$ cat src/rtl/mips_mem_pkg.sv
// Shared store-size encodings and store FSM state type.
// Used by store_narrow and its lane merge sub-module.
package mips_mem_pkg;

  localparam logic [1:0] SZ_BYTE = 2'b00;
  localparam logic [1:0] SZ_HALF = 2'b01;
  localparam logic [1:0] SZ_WORD = 2'b10;

  typedef enum logic [1:0] {
    S_IDLE = 2'd0,
    S_RD   = 2'd1,
    S_WAIT = 2'd2,
    S_WR   = 2'd3
  } state_e;

  // Both 2'b10 and 2'b11 encode a full-word store.
  function automatic logic is_word(input logic [1:0] size);
    return size[1];
  endfunction

endpackage

$ cat src/rtl/store_narrow_lane_merge.sv
// lane_merge: combinational little-endian byte/half/word merge of store data
// into a previously read memory word.
module lane_merge
  import mips_mem_pkg::*;
(
  input  logic [31:0] rdata,
  input  logic [31:0] data,
  input  logic [1:0]  size,
  input  logic [1:0]  lane,
  output logic [31:0] wdata
);

  genvar gi;
  generate
    for (gi = 0; gi < 4; gi++) begin : g_lane
      localparam logic [1:0] LANE = 2'(gi);
      logic       w_take;
      logic [7:0] w_src;

      // A half store covers the byte pair selected by lane[1].
      assign w_take = is_word(size)
                   || ((size == SZ_HALF) && (lane[1] == LANE[1]))
                   || ((size == SZ_BYTE) && (lane == LANE));
      assign w_src  = is_word(size)     ? data[gi*8 +: 8]
                    : (size == SZ_HALF) ? data[(gi%2)*8 +: 8]
                    :                     data[7:0];
      assign wdata[gi*8 +: 8] = w_take ? w_src : rdata[gi*8 +: 8];
    end
  endgenerate

endmodule

$ cat src/rtl/store_narrow.sv
// store_narrow: SB/SH/SW store engine; narrow stores do read-merge-write.
// Optional alignment check enabled by defining STORE_NARROW_CHECK_EN.
module store_narrow
  import mips_mem_pkg::*;
#(
  parameter int ADDR_W = 32
) (
  input  logic              clk,
  input  logic              rst_n,
  input  logic              req_valid,
  output logic              req_ready,
  input  logic [ADDR_W-1:0] req_addr,
  input  logic [31:0]       req_data,
  input  logic [1:0]        req_size,
  output logic [ADDR_W-1:0] mem_addr,
  output logic              mem_rd_en,
  input  logic [31:0]       mem_rdata,
  input  logic              mem_rvalid,
  output logic              mem_wr_en,
  output logic [31:0]       mem_wdata,
  output logic              done,
  output logic              err_misaligned
);

  state_e            r_state;
  state_e            w_state_next;
  logic [ADDR_W-1:0] r_addr;
  logic [31:0]       r_data;
  logic [1:0]        r_size;
  logic [31:0]       r_wdata;
  logic [31:0]       w_merged;
  logic              w_accept;
  logic              w_misaligned;
  logic              w_take;

`ifdef STORE_NARROW_CHECK_EN
  assign w_misaligned = ((req_size == SZ_HALF) && req_addr[0])
                     || (is_word(req_size) && (req_addr[1:0] != 2'b00));
`else
  assign w_misaligned = 1'b0;
`endif

  // Gating with rst_n keeps the handshake and error pulse silent during reset.
  assign req_ready      = (r_state == S_IDLE) && rst_n;
  assign w_accept       = req_valid && req_ready;
  assign w_take         = w_accept && !w_misaligned;
  assign err_misaligned = w_accept && w_misaligned;

  lane_merge u_merge (
    .rdata (mem_rdata),
    .data  (r_data),
    .size  (r_size),
    .lane  (r_addr[1:0]),
    .wdata (w_merged)
  );

  always_comb begin
    w_state_next = r_state;
    case (r_state)
      S_IDLE: if (w_take) w_state_next = is_word(req_size) ? S_WR : S_RD;
      S_RD:   w_state_next = S_WAIT;
      S_WAIT: if (mem_rvalid) w_state_next = S_WR;
      S_WR:   w_state_next = S_IDLE;
      default: w_state_next = S_IDLE;
    endcase
  end

  always_ff @(posedge clk or negedge rst_n) begin
    if (!rst_n) begin
      r_state <= S_IDLE;
      r_addr  <= '0;
      r_data  <= '0;
      r_size  <= '0;
      r_wdata <= '0;
    end else begin
      r_state <= w_state_next;
      if (w_take) begin
        r_addr  <= req_addr;
        r_data  <= req_data;
        r_size  <= req_size;
        r_wdata <= is_word(req_size) ? req_data : 32'h0;
      end else if ((r_state == S_WAIT) && mem_rvalid) begin
        r_wdata <= w_merged;
      end
    end
  end

  assign mem_addr  = {r_addr[ADDR_W-1:2], 2'b00};
  assign mem_rd_en = (r_state == S_RD);
  assign mem_wr_en = (r_state == S_WR);
  assign done      = (r_state == S_WR);
  assign mem_wdata = (r_state == S_WR) ? r_wdata : 32'h0;

endmodule

$ cat config.mk
export PLATFORM = sky130hd
export DESIGN_NAME = store_narrow
export DESIGN_NICKNAME = d
export VERILOG_FILES = /design/src/rtl/mips_mem_pkg.sv /design/src/rtl/store_narrow_lane_merge.sv /design/src/rtl/store_narrow.sv
export SDC_FILE = /design/constraint.sdc
export NUM_CORES = 1
export LEC_CHECK = 0
export BUFFER_PORTS_ARGS = -buffer_cell sky130_fd_sc_hd__buf_2
export CORE_UTILIZATION = 51
export DETAILED_ROUTE_END_ITERATION = 10
export GPL_ROUTABILITY_DRIVEN = 0
export PLACE_DENSITY = 0.81
export SLEW_MARGIN = 40
export SYNTH_ARGS = -nofsm -noshare
export SYNTH_HDL_FRONTEND = slang
export SYNTH_SLANG_ARGS = --single-unit
$ cat constraint.sdc
create_clock -name clk -period 2.3 [get_ports clk]
set_input_delay 0.46 -clock clk [delete_from_list [all_inputs] [get_ports clk]]
set_output_delay 0.46 -clock clk [all_outputs]
set_load 0.01 [all_outputs]
==> impl_metrics.json <==
{
  "status": "finished clean",
  "hp-class": "input port to flop",
  "holdWs_ns": 0.2669,
  "synth_area_sq_um": 5170,
  "path_max_fanout": 12,
  "core_area_sq_um": 9819,
  "mostFrequentLayoutCell": "nand2_1",
  "area_delta_synth_final_pct": 18.66,
  "dp_cells": 840,
  "setup.worst_path.start": "r_state[0]",
  "r2r_cells": 7,
  "ys_seq_area_share_pct": 48.40,
  "antenna_cells": 0,
  "rsz0062_at_grt": "no",
  "cts_tree": "yes",
  "grt_pass1_wl_mm": 21.47,
  "slew_violations": 0,
  "period_minus_slack_ns": 2.104,
  "drt_iter0_markers": 291,
  "cts_made_buffers": 9,
  "cp_slowest_stage_delay_ns": 0.42,
  "grt_util_all_layers_pct": 26.63,
  "die_area_sq_um": 10540,
  "fin_crit_sh_pct": 91.50,
  "nNetsFinal": 826,
  "start_util_pct": 52.65,
  "finalClockSkew_ns": 0.01090,
  "detail_route.first_pass.iterations": 5,
  "synth_area_per_cell_sq_um": 8.645,
  "cts.sinks": 100,
  "endpoint_kind": "output pin",
  "max_slew_margin_pct": 54.00,
  "grt_antenna_before_repair": 0,
  "power.density_nw_per_um2": 1347,
  "clock_latency_ns": 0.37,
  "h-tree-depth": 3,
  "postRouteAntennaNets": 0,
  "drt_wl_total_mm": 13.83,
  "overflow": 0,
  "dieHeight_microns": 102.7,
  "cts_setup_buffers": 0,
  "arrival_ns": 1.64,
  "crit_path_end": "mem_wdata[31]",
  "rows": 36,
  "crit_type": "flop to output pin",
  "stdcell_count": 857,
  "vias_per_cell": 5.436,
  "grt_start_max_net_pins": 82,
  "layout_common_cells": "nand2_1, buf_2, dfrtp_1",
  "clk_path_buf_depth": 2,
  "p_leak_uw": 0.003197,
  "drive_above_1_share_pct": 28.18,
  "r2r_slack_ns": 0.36,
  "worstPathCellList": "ha_2 > buf_4 > and2_1 > buf_2",
  "setup_tns_ns": 0,
  "ys_seq_elements": 100,
  "final-setup-viol-count": 0,
  "grt_pass1_vias": 4307,
  "fmax_ghz": 0.4752,
  "root_buffer": "clkbuf_8",
  "slowest_stage": "dfrtp_1",
  "startpoint_type": "flop",
  "tightest_slew_ns": 0.6855,
  "ys_warn_count": 0,
  "maxCapViolations": 0,
  "synth_cells": 598,
  "chipWidth_microns": 102.7,
  "io_buffers": 167,
  "crit_required_ns": 1.84,
  "drc_errors": 0,
  "hold_violations": 0,
  "num_vias": 4659,
  "synth_cell_types": 35,
  "rr_startpoint": "r_state[0]",
  "clk_pin_slew_ns": 0.10,
  "wl_per_cell_microns": 16.14,
  "io_pins": 171,
  "r2r_end": "r_wdata[9]",
  "ir_drop_mv": 0.5522,
  "hpwl_mm": 9.697
}
[worst min-delay path by stage]
stage / slack (ns) / depth (start not counted) / end / startpoint
3_3_place_gp: 0.29 / 1 / r_state[1] / rst_n
2_1_floorplan: 0.16 / 0 / r_addr[0] / rst_n
4_1_cts: 0.26 / 3 / r_addr[9] / req_addr[9]
3_5_place_dp: 0.30 / 1 / r_state[1] / rst_n
5_1_grt: 0.27 / 3 / r_addr[9] / req_addr[9]
6_report: 0.27 / 3 / r_addr[9] / req_addr[9]
[final cells by class]
cell class	count	area [sq um]
flip-flops and latches	100	2502
clock inverters	5	83.83
multi-input cells	423	2237
clock buffers	11	151.4
inverters	3	11.26
fillers	866	3685
well taps	133	166.4
repair buffers	182	982.2
[report_power, final]
group	switching, uW	internal, uW	total, uW
Sequential	650	2650	3300
Clock	623	674	1300
Combinational	2120	1540	3670
[per-stage QoR]
stage | instance area, sq um | utilization (%) | total power, uW | worst slack (ns)
finish | 6135 | 62.47 | 8261 | 0.1956
global route | 6135 | 62.47 | 8891 | 0.1229
CTS | 6131 | 62.44 | 8266 | 0.09430
detailed placement | 5886 | 59.94 | 6977 | 0.2317
global placement | 5882 | 59.90 | 6769 | 0.3518
floorplan | 5177 | - | 6007 | 0.6596
[registers in the layout (all words and copies together) (netlist names)]
| name | cells |
|---|---|
| r_addr | 32 |
| r_data | 32 |
| r_size | 2 |
| r_state | 2 |
| r_wdata | 32 |
[Yosys cell counts, drive strengths merged]
library cell  count  area [sq um]
conb              1         3.750
clkbuf           20         76.32
nand2b            9         56.30
inv               3         11.26
buf              54         367.8
o221ai           16         140.1
and2b             1         7.510
a22oi            16         120.1
ha                5         62.56
nor2b             2         12.51
and3              1         6.260
a21oi            26         130.1
or3               8         50.05
o21a              2         15.01
a21o              2         15.01
nor2             14         62.56
nand3             1         5.000
nand2           205         769.5
a221oi            8         70.07
and2             36         225.2
nor3             16         80.08
a211oi           17         127.6
dfrtp           100          2502
a22o              8         70.07
o21ai            17         85.08
or2b              1         7.510
mux2i             9         90.09
[cell families (layout without fill, tap and decap cells)]
group           count (synthesis)  after routing  share of synthesized area (%)
compound gates                112            112                          14.96
fa+ha+maj                       5              5                          1.210
buf+inv                        77            201                          8.809
flops                         100            100                          48.40
mux                             9              9                          1.743
other cells                     1              3                        0.07253
simple gates                  294            294                          24.81
[worst max-delay path: cells and delay by family (launching register included)]
family        cells  cell delay, ns
flops             1            0.42
buf+inv           2            0.35
fa+ha+maj         1            0.33
simple gates      1            0.19
[layer usage]
metal	routed length [microns]	GRT usage, %
met5	0	0
met4	291	10.00
met3	951	4.678
met2	6808	43.23
met1	5781	35.76
[timing repair]
action                     4_1_cts  5_1_grt
setup endpoints to repair        0       13
hold buffers                     1        0
gates resized for setup          0        2
hold endpoints to repair         4        0
(Power assumes the default switching activity.)
